--- src/rtl/div_unit.sv ---
// div_unit: 32-bit iterative restoring divider for the EX stage.
// Produces {remainder, quotient} in result_o 32 cycles after acceptance
// (1 cycle for a zero divisor). Signed operations divide magnitudes and
// fix up the signs on the final iteration. cancel_i flushes at any time.
module div_unit (
    input  logic        clk,
    input  logic        rst_n,
    input  logic        start_i,
    input  logic        signed_i,
    input  logic        cancel_i,
    input  logic [31:0] opdata1_i,
    input  logic [31:0] opdata2_i,
    output logic [63:0] result_o,
    output logic        ready_o,
    output logic        stall_req_o
);

    localparam logic [1:0] ST_IDLE    = 2'd0;
    localparam logic [1:0] ST_DIVZERO = 2'd1;
    localparam logic [1:0] ST_DIVON   = 2'd2;
    localparam logic [1:0] ST_END     = 2'd3;

    localparam logic [5:0] LAST_ITER  = 6'd31;

    // Two's-complement negation, kept in one place for all sign handling.
    function automatic logic [31:0] neg32(input logic [31:0] v);
        neg32 = (~v) + 32'd1;
    endfunction

    // Magnitude of an operand: negate only for signed ops with bit 31 set.
    function automatic logic [31:0] mag32(input logic [31:0] v, input logic is_signed);
        if (is_signed && v[31]) begin
            mag32 = neg32(v);
        end else begin
            mag32 = v;
        end
    endfunction

    logic [1:0]  state_r;
    logic [5:0]  cnt_r;
    logic [31:0] dividend_r;   // dividend bits shift out, quotient bits shift in
    logic [31:0] divisor_r;
    logic [31:0] rem_r;        // partial remainder
    logic        q_neg_r;
    logic        r_neg_r;

    logic [32:0] trial_s;
    logic [31:0] diff_s;
    logic        qbit_s;
    logic [31:0] rem_next_s;
    logic [31:0] quo_next_s;
    logic [31:0] final_q_s;
    logic [31:0] final_r_s;
    logic        accept_s;

    // One restoring-division step: shift, trial-subtract, restore or keep.
    always_comb begin
        trial_s = {rem_r, dividend_r[31]};
        diff_s  = trial_s[31:0] - divisor_r;
        // The true difference is non-negative exactly when trial >= divisor;
        // in that case it fits in 32 bits, so the wrapped low word is exact.
        if (trial_s >= {1'b0, divisor_r}) begin
            qbit_s     = 1'b1;
            rem_next_s = diff_s;
        end else begin
            qbit_s     = 1'b0;
            rem_next_s = trial_s[31:0];
        end
        quo_next_s = {dividend_r[30:0], qbit_s};
    end

    // Sign correction applied to the values produced by the last step.
    always_comb begin
        if (q_neg_r) begin
            final_q_s = neg32(quo_next_s);
        end else begin
            final_q_s = quo_next_s;
        end
        if (r_neg_r) begin
            final_r_s = neg32(rem_next_s);
        end else begin
            final_r_s = rem_next_s;
        end
    end

    // A new operation is taken only from IDLE and never alongside a flush.
    always_comb begin
        if ((state_r == ST_IDLE) && start_i && !cancel_i) begin
            accept_s = 1'b1;
        end else begin
            accept_s = 1'b0;
        end
    end

    // Divider state machine, operand capture, iteration and result register.
    always_ff @(posedge clk) begin
        if (!rst_n) begin
            state_r    <= ST_IDLE;
            cnt_r      <= 6'd0;
            dividend_r <= 32'd0;
            divisor_r  <= 32'd0;
            rem_r      <= 32'd0;
            q_neg_r    <= 1'b0;
            r_neg_r    <= 1'b0;
            result_o   <= 64'd0;
            ready_o    <= 1'b0;
        end else if (cancel_i) begin
            // Flush wins over acceptance and completion; nothing partial leaks.
            state_r  <= ST_IDLE;
            cnt_r    <= 6'd0;
            rem_r    <= 32'd0;
            result_o <= 64'd0;
            ready_o  <= 1'b0;
        end else begin
            case (state_r)
                ST_IDLE: begin
                    result_o <= 64'd0;
                    ready_o  <= 1'b0;
                    if (accept_s) begin
                        dividend_r <= mag32(opdata1_i, signed_i);
                        divisor_r  <= mag32(opdata2_i, signed_i);
                        rem_r      <= 32'd0;
                        cnt_r      <= 6'd0;
                        q_neg_r    <= signed_i & (opdata1_i[31] ^ opdata2_i[31]);
                        r_neg_r    <= signed_i & opdata1_i[31];
                        if (opdata2_i == 32'd0) begin
                            state_r <= ST_DIVZERO;
                        end else begin
                            state_r <= ST_DIVON;
                        end
                    end
                end
                ST_DIVZERO: begin
                    state_r  <= ST_END;
                    result_o <= 64'd0;
                    ready_o  <= 1'b1;
                end
                ST_DIVON: begin
                    dividend_r <= quo_next_s;
                    rem_r      <= rem_next_s;
                    if (cnt_r == LAST_ITER) begin
                        state_r  <= ST_END;
                        cnt_r    <= 6'd0;
                        result_o <= {final_r_s, final_q_s};
                        ready_o  <= 1'b1;
                    end else begin
                        cnt_r <= cnt_r + 6'd1;
                    end
                end
                ST_END: begin
                    // Hold the result until EX drops its request.
                    if (!start_i) begin
                        state_r  <= ST_IDLE;
                        result_o <= 64'd0;
                        ready_o  <= 1'b0;
                    end
                end
                default: begin
                    state_r  <= ST_IDLE;
                    cnt_r    <= 6'd0;
                    result_o <= 64'd0;
                    ready_o  <= 1'b0;
                end
            endcase
        end
    end

    // Stall EX while a division is pending or about to be accepted.
    always_comb begin
        stall_req_o = 1'b0;
        if (!rst_n) begin
            stall_req_o = 1'b0;
        end else begin
            case (state_r)
                ST_IDLE:    stall_req_o = start_i & ~cancel_i;
                ST_DIVZERO: stall_req_o = 1'b1;
                ST_DIVON:   stall_req_o = 1'b1;
                ST_END:     stall_req_o = 1'b0;
                default:    stall_req_o = 1'b0;
            endcase
        end
    end

endmodule
--- config.mk ---
export PLATFORM = sky130hd
export DESIGN_NAME = div_unit
export DESIGN_NICKNAME = d
export VERILOG_FILES = /design/src/rtl/div_unit.sv
export SDC_FILE = /design/constraint.sdc
export NUM_CORES = 1
export LEC_CHECK = 0
export BUFFER_PORTS_ARGS = -buffer_cell sky130_fd_sc_hd__clkbuf_2
export CORE_UTILIZATION = 50
export CTS_BUF_LIST = sky130_fd_sc_hd__clkbuf_4
export CTS_CLUSTER_DIAMETER = 30
export DETAILED_ROUTE_END_ITERATION = 10
export PLACE_DENSITY = 0.76
export SETUP_SLACK_MARGIN = 0.15
export SKIP_CTS_REPAIR_TIMING = 1
export SYNTH_ARGS = -nofsm -noshare
export SYNTH_HDL_FRONTEND = slang
export SYNTH_SLANG_ARGS = --single-unit
--- constraint.sdc ---
create_clock -name clk -period 4.8 [get_ports clk]
set_input_delay 0.96 -clock clk [delete_from_list [all_inputs] [get_ports clk]]
set_output_delay 0.96 -clock clk [all_outputs]
set_load 0.02 [all_outputs]
== Word level (Yosys, flattened, before mapping) ==
Index checks and enable logic that the tools add are counted.

* Output and inout bits: 66
* Logic and storage cells: 76
* Bits in registers: 171
* Bits of input ports: 69

* Order comparisons: 1
* Eq/ne operators: 7
* Add/subtract/negate cells: 6
* Multiplexer cells: 27
* Bitwise operators: 10
* Reductions and logical operators: 16

{| class="wikitable"
|+ Operators by type and width
! kind !! count
|-
| $mux W32 || 7
|-
| $pmux W64 S3 || 1
|-
| $add A32 B1 Y32 const B || 4
|-
| $mux W64 || 2
|-
| $not A32 Y32 || 4
|-
| $pmux W32 S2 || 2
|-
| $ge A33 B32 Y1 || 1
|-
| $logic_not A32 Y1 || 1
|-
| $sub A32 B32 Y32 || 1
|-
| $mux W6 || 2
|-
| $pmux W6 S2 || 1
|-
| $reduce_and A3 Y1 || 3
|-
| $mux W2 || 4
|-
| $pmux W2 S4 || 1
|-
| $add A6 B1 Y6 const B || 1
|-
| $eq A6 B5 Y1 const B || 1
|-
| $ne A2 B2 Y1 const B || 3
|-
| $reduce_or A2 Y1 || 3
|-
| $mux W1 || 5
|-
| $eq A2 B2 Y1 const B || 2
|-
| $logic_and A1 B1 Y1 || 4
|-
| $pmux W1 S4 || 1
|-
| $reduce_and A2 Y1 || 2
|-
| $and A1 B1 Y1 || 3
|-
| 7 further kinds || 8
|}

== Longest topological paths before layout ==
Gate-level depths: netlist of run 1.

* Word-level depth: 7
* Gate-level depth with buffers: 21
* Gate-level depth less buffers: 17

== Worst setup path after synthesis of run 1 ==
OpenSTA, ideal clock, no wires.

* Path kind: register to register
* Start: register divisor_r[17]
* End: register result_o[58]
* Path slack: 711 ps
* Arrival time: 3959 ps
* Path buffers: 4
* Period minus slack after synthesis: 4089 ps
* Cell stages (with the launch flop): 19
* Library setup time: 131 ps
* Data required time: 4669 ps
* Cell sequence: dfxtp_1 inv_1 ha_1 buf_4 nand2_1 nor4_2 or3b_1 a31oi_2 or2_2 buf_4 clkbuf_1 buf_2 mux2i_1 ha_1 o21ai_0 o21a_1 o41ai_1 xor2_1 o21ai_0

* Longest elaborated chain between the ends: 7
* Elaborated cells on any way between the ends: 8
* Classes of those cells: add/sub: 2; order compare: 1; mux: 4; bitwise: 1

{| class="wikitable"
|+ Ends and longest elaborated chain
! what !! RTL line !! RTL
|-
| start, declared || 42 || <nowiki>logic [31:0] divisor_r;</nowiki>
|-
| start signal, assigned || 121 || <nowiki>divisor_r <= mag32(opdata2_i, signed_i);</nowiki>
|-
| $sub A32 B32 Y32 or $ge A33 B32 Y1 (tied branches) || 59, 62 ||
|-
| $mux W32 (*) || 62 || <nowiki>if (trial_s >= {1'b0, divisor_r}) begin</nowiki>
|-
| $not A32 Y32 || 27 || <nowiki>neg32 = (~v) + 32'd1;</nowiki>
|-
| $add A32 B1 Y32 || 27 ||
|-
| $mux W32 (*) || 79 || <nowiki>if (r_neg_r) begin</nowiki>
|-
| $mux W64 (*) || 141 || <nowiki>if (cnt_r == LAST_ITER) begin</nowiki>
|-
| $pmux W64 S3 (*) || 115 || <nowiki>case (state_r)</nowiki>
|-
| end signal, assigned || 144 || <nowiki>result_o <= {final_r_s, final_q_s};</nowiki>
|-
| end, declared || 13 || <nowiki>output logic [63:0] result_o,</nowiki>
|}

Mark *: on every way between the ends. The rest lies on a longest branch, timed or not. The select of a mux whose other input is x is not followed.
A chain may end at the register's enable or synchronous reset.

== Worst setup path after layout of run 1 ==
* Start: register rem_r[27]
* End: register result_o[58]

* Longest elaborated chain between the ends: 7

{| class="wikitable"
|+ Ends and longest elaborated chain
! what !! RTL line !! RTL
|-
| start, declared || 43 || <nowiki>logic [31:0] rem_r;</nowiki>
|-
| start signal, assigned || 140 || <nowiki>rem_r <= rem_next_s;</nowiki>
|-
| $ge A33 B32 Y1 (*) || 62 ||
|-
| $mux W32 (*) || 62 ||
|-
| $not A32 Y32 || 27 ||
|-
| $add A32 B1 Y32 || 27 ||
|-
| $mux W32 (*) || 79 ||
|-
| $mux W64 (*) || 141 ||
|-
| $pmux W64 S3 (*) || 115 ||
|}

Marks and branches as above.

==> impl_metrics.toml, run 1 <==
[status]
outcome = "complete, no violations"

[clocking]
clkTransAtPathRegs_ps = 170
clkSinkCount = 171
cts-root-buf = "clkbuf_4"
cts_tree = "done"
cts-htree-levels = 4
clockBufferDepth = 2
clk_latency_ps = 590
cts_buffers = 17

[placed_design]
place_area_um2 = 12800
dpl.hpwl_mm = 28.4
place_congestion = 0.966
io_buffers = 134

[timing]
setup_viol = 0
worstMarginPinSlew_ps = 1120
fin_crit_ps = 4480
final.setup.tns_ps = 0
final-max-slew-violation-count = 0
relSlewSlack_pct = 25.6
post-route-period-util_pct = 93.4
final_hold_viol_count = 0
rsz0062_at_grt = "true"
fin_skew_ps = 25.9
max_freq_ghz = 0.223

[routing]
firstDrtPassIters = 5
wirelength_mm = 37.2
wl_per_cell_um = 18.4
drc = 0
drtIter0Drc = 1335
via_per_inst = 5.95
drtAntennaViolNets = 0
vias = 12051

[job]
drv_cap = 0

[synth]
ys_seq_area_share_pct = 28.7
synthArstFlopShare_pct = 0
syn_area_um2 = 11900
synth_nets = 1721
ys_ff_latch = 171
muxShareOfSynthArea_pct = 1.22
synth_top_family_by_area = "compound AO/OA/AOI/OAI gates"
synthCells = 1611
ys.flop_type = "dfxtp_1"
synth_compound_area_share_pct = 26.9
synth.avg_cell_area_um2 = 7.41
ys.warnings.count = 0
synthXorXnorAreaFrac_pct = 9.90
synth.distinct_cells = 86
synth_adder_area_share_pct = 4.36
yosys.area_share.simple_pct = 23.8
synth-edff-count = 0

[die]
start_util_pct = 50.9
fp.dieW_um = 157
pin_count = 135
rows = 56
die_y_um = 157
die-area_um2 = 24500
core_um2 = 23500

[global_route]
grt_pass1_vias = 10642
grt_usage_pct = 30.5
grt_overflow_total = 0
antenna_found_initial = 2
grt_max_degree = 75
grt_pass1_wl_mm = 58.3

[final_layout]
num-fill-cells = 2233
nets = 1801
regArea_um2 = 3420
post-route-util_pct = 55.9
multi_input_area_um2 = 7940
final_area_um2 = 13100
syn2layout_area_growth_pct = 9.85
layout-drive-gt1-share_pct = 13.6

[pwr]
irDropWorstVdd_mv = 0.134
leakage_nw = 5.39
p_per_area_nw_per_um2 = 247

[setup_path]
timing_worst_setup_path_type = "reg2reg"
cp-start-kind = "flip-flop"
cp_max_fo = 12
crit_path_end_kind = "flip-flop"
cp.arrival_ps = 4940
required_ps = 5260

[min_path]
hp-class = "reg2reg"
[final cells by class]
cell class                      count  area share (%)
Antenna cell                        1          0.0191
Clock buffer                       17           0.973
Clock inverter                     15            1.20
Inverter                           56            1.62
Multi-Input combinational cell   1287            60.6
Sequential cell                   171            26.1
Tap cell                          319            3.04
Timing Repair Buffer              158            6.49
[report_power, final]
group	leakage [nW]	switching, mW	total [mW]	internal [mW]
clock	0.149	0.607	0.885	0.278
combinational	3.86	0.572	0.869	0.297
sequential	1.38	0.0310	1.49	1.46
[per-stage QoR]
step | cells | setup WS (ps) | hold WS [ps] | total power [mW]
3_3_place_gp | 1991 | 602 | 434 | 2.35
3_5_place_dp | 1991 | 473 | 441 | 2.36
5_1_grt | 2024 | 97.3 | 475 | 3.39
6_report | 2024 | 315 | 463 | 3.24
4_1_cts | 2023 | 436 | 460 | 3.22
2_1_floorplan | 1611 | 711 | 441 | 2.11
[cells by family (layout without fill, tap and decap cells)]
group / count (synthesis) / after routing
AO/OA/AOI/OAI: 474 / 474
XOR/XNOR: 135 / 135
adder cells (fa/ha/maj): 41 / 41
buffers and inverters: 153 / 246
flip-flops: 171 / 171
multiplexers: 14 / 14
other: 0 / 1
AND/OR/NAND/NOR: 623 / 623
[Yosys cell counts, types with 9 or more instances]
master,instances,area [µm²]
a21boi_0,38,285
a22oi_1,59,443
o211ai_1,10,75.1
mux2i_1,10,100
or3_1,20,125
a31oi_1,9,56.3
o211a_1,27,270
nor4_1,16,100
dfxtp_1,171,3420
o31ai_1,22,165
nor2_1,155,582
and2_1,17,106
xor2_1,57,499
nand2_1,277,1040
o41ai_1,11,96.3
nor3_1,31,155
inv_1,54,203
a21oi_1,88,440
a211oi_1,10,75.1
nand3_1,22,110
o21ai_0,125,626
a21o_1,10,75.1
ha_1,40,500
xnor2_1,78,683
buf_2,17,85.1
or4_1,16,120
nand4_1,16,100
clkbuf_1,68,255
[worst paths after layout]
| check | slack, ps | to | from | cells after the start |
|---|---|---|---|---|
| setup reg to reg | 320 | result_o[58] | rem_r[27] | 14 |
| hold reg to reg | 460 | result_o[55] | result_o[55] | 2 |
| hold / removal | 460 | result_o[55] | result_o[55] | 2 |
| setup / recovery | 320 | result_o[58] | rem_r[27] | 14 |
[routing by layer]
| layer | vias up | part of all wire (%) | wire length [µm] | track usage (%) |
|---|---|---|---|---|
| li1 | 5876 | - | - | - |
| met1 | 5587 | 47 | 17300 | 44.3 |
| met2 | 522 | 42 | 15700 | 44.9 |
| met3 | 66 | 8.8 | 3280 | 5.76 |
| met4 | 0 | 2.5 | 944 | 9.99 |
| met5 | - | 0 | 0 | 0 |
[cells in the final DEF, fill, tap and decap left out, types with 9 or more instances in the layout]
cell and count:
ha_1 38, a31oi_1 9, o211a_1 27, nand2_1 277
xor2_1 57, or4_1 16, nand3_1 22, nand4_1 16
inv_1 54, nor4_1 15, o211ai_1 10, mux2i_1 10
nor3_1 31, clkbuf_2 134, a21o_1 10, o21ai_0 125
dfxtp_1 171, buf_4 24, or3_1 20, and2_1 17
a211oi_1 10, nor2_1 153, xnor2_1 78, clkbuf_4 17
o41ai_1 11, o31ai_1 22, a22oi_1 59, a21boi_0 38
a21oi_1 86
[state kept, by name (all words and copies together), names as in the netlist]
name,count
ready_o,1
r_neg_r,1
divisor_r,32
result_o,64
q_neg_r,1
rem_r,32
state_r,2
dividend_r,32
cnt_r,6
[worst max-delay path, cell delays in order, from the launching register on]
cell	delay, ps
dfxtp_1	390
ha_1	490
and4_1	250
nand4_1	240
or3b_1	440
a31oi_2	240
or2_2	310
buf_4	230
mux2i_1	290
ha_1	280
o21ai_0	160
o21a_1	310
o41ai_1	450
xor2_1	170
o21ai_0	80
(Power assumes the default switching activity.)
==> run 2, diff against run 1 <==
CTS_BUF_LIST = sky130_fd_sc_hd__clkbuf_16   (was sky130_fd_sc_hd__clkbuf_4)
PLACE_DENSITY = 0.82   (was 0.76)
==> impl_metrics.toml, run 2 (synthesis gave the netlist of run 1 again) <==
[final_layout]
final_cell_mix = "nand2_1 (277), dfxtp_1 (171), nor2_1 (153)"
syn2layout_area_growth_pct = 11.7
num-fill-cells = 2185
regMostFlops = "result_o"
largest_register_ffs = 64
nets = 1796
stdcell_count = 2018
n_antenna_cell = 0
layout_commonest_cell = "nand2_1"
layout-drive-gt1-share_pct = 13.2

[timing]
relSlewSlack_pct = 26.2
max_freq_ghz = 0.227
worstMarginPinSlew_ps = 1110
final-max-slew-violation-count = 0
setup_viol = 0
final_hold_viol_count = 0
final.setup.tns_ps = 0
fin_skew_ps = 13.5
fin_crit_ps = 4410
post-route-period-util_pct = 91.9
rsz0062_at_grt = "false"

[clocking]
cts-root-buf = "clkbuf_16"
cts_tree = "done"
clk_latency_ps = 440
clockBufferDepth = 2
cts_buffers = 17
clkTransAtPathRegs_ps = 70
clkSinkCount = 171
cts-htree-levels = 4

[global_route]
antenna_found_initial = 1
grt_overflow_total = 0
grt_usage_pct = 31.0
grt_pass1_vias = 11372
grt_max_degree = 75
grt_pass1_wl_mm = 59.6

[job]
drv_cap = 0

[setup_path]
required_ps = 5160
cp-start-kind = "flip-flop"
critPathMaxStageDelay_ps = 770
timing_worst_setup_path_type = "reg2reg"
cp_cell_sequence = "ha_1, nor2b_1, o2111ai_1, a211oi_2, o21ai_0, a221oi_2, nor4b_4, a21oi_1, or3_4, nor4_2, nor3b_1, o31ai_2"
path_delay_family = "compound AO/OA/AOI/OAI gates"
crit_path_end_kind = "flip-flop"
path_buf_inv = 0
cp.arrival_ps = 4770
cp_max_fo = 9
critPathSlowestCell = "a211oi_2"

[placed_design]
dpl.hpwl_mm = 28.1
io_buffers = 134
dp_cells = 1986
place_congestion = 0.974

[routing]
via_per_inst = 6.14
vias = 12383
drtAntennaViolNets = 0
drtIter0Drc = 1372
drc = 0
wirelength_mm = 37.6
wl_per_cell_um = 18.6
firstDrtPassIters = 7

[die]
pin_count = 135
core_um2 = 23500
fp.dieW_um = 157
die_y_um = 157
start_util_pct = 50.9
die-area_um2 = 24500
rows = 56

[min_path]
hp-class = "reg2reg"

[status]
outcome = "complete, no violations"

[pwr]
p_per_area_nw_per_um2 = 277
leakage_nw = 5.49
irDropWorstVdd_mv = 0.203
-- run 2: worst register-to-register path: stages, from the launching register on --
cell and delay (ps):
dfxtp_1 380, ha_1 360, nor2b_1 240, o2111ai_1 290, a211oi_2 770, o21ai_0 340
a221oi_2 400, nor4b_4 280, a21oi_1 150, or3_4 440, nor4_2 360, nor3b_1 110
o31ai_2 210
-- run 2: layout make-up --
| type | instances | area, µm² | area share (%) |
|---|---|---|---|
| Sequential cell | 171 | 3420 | 25.7 |
| Inverter | 56 | 210 | 1.58 |
| Clock buffer | 17 | 425 | 3.19 |
| Tap cell | 319 | 399 | 2.99 |
| Clock inverter | 15 | 129 | 0.966 |
| Timing Repair Buffer | 153 | 826 | 6.19 |
| Multi-Input combinational cell | 1287 | 7930 | 59.4 |
-- run 2: final timing paths --
check               startpoint      endpoint  slack, ps  depth (start not counted)
setup reg to reg      rem_r[0]  result_o[63]        390                         12
hold / removal    result_o[55]  result_o[55]        440                          2
hold reg to reg   result_o[55]  result_o[55]        440                          2
setup / recovery      rem_r[0]  result_o[63]        390                         12
-- run 2: through the flow --
stage	util (%)	setup WS, ps	instance area, µm²	hold slack [ps]	total power [mW]
finish	56.8	388	13300	442	3.69
global route	56.8	191	13300	476	3.84
CTS	56.8	321	13300	448	3.67
detailed placement	54.4	387	12800	439	2.35
global placement	54.4	445	12800	435	2.34
floorplan	-	711	11900	441	2.11
-- run 2: routing by layer --
layer	wire, µm	vias to the layer above	track usage (%)
li1	-	5866	-
met1	16500	5794	42.1
met2	16100	621	46.3
met3	3830	100	8.39
met4	1150	2	11.8
met5	9	-	0
-- run 2: where the power goes --
group	leakage [nW]	total, mW	switching, mW	internal, mW
registers	1.38	1.49	0.0329	1.45
clock network	0.277	1.34	0.659	0.683
logic	3.83	0.864	0.569	0.294
total	5.49	3.69	1.26	2.43
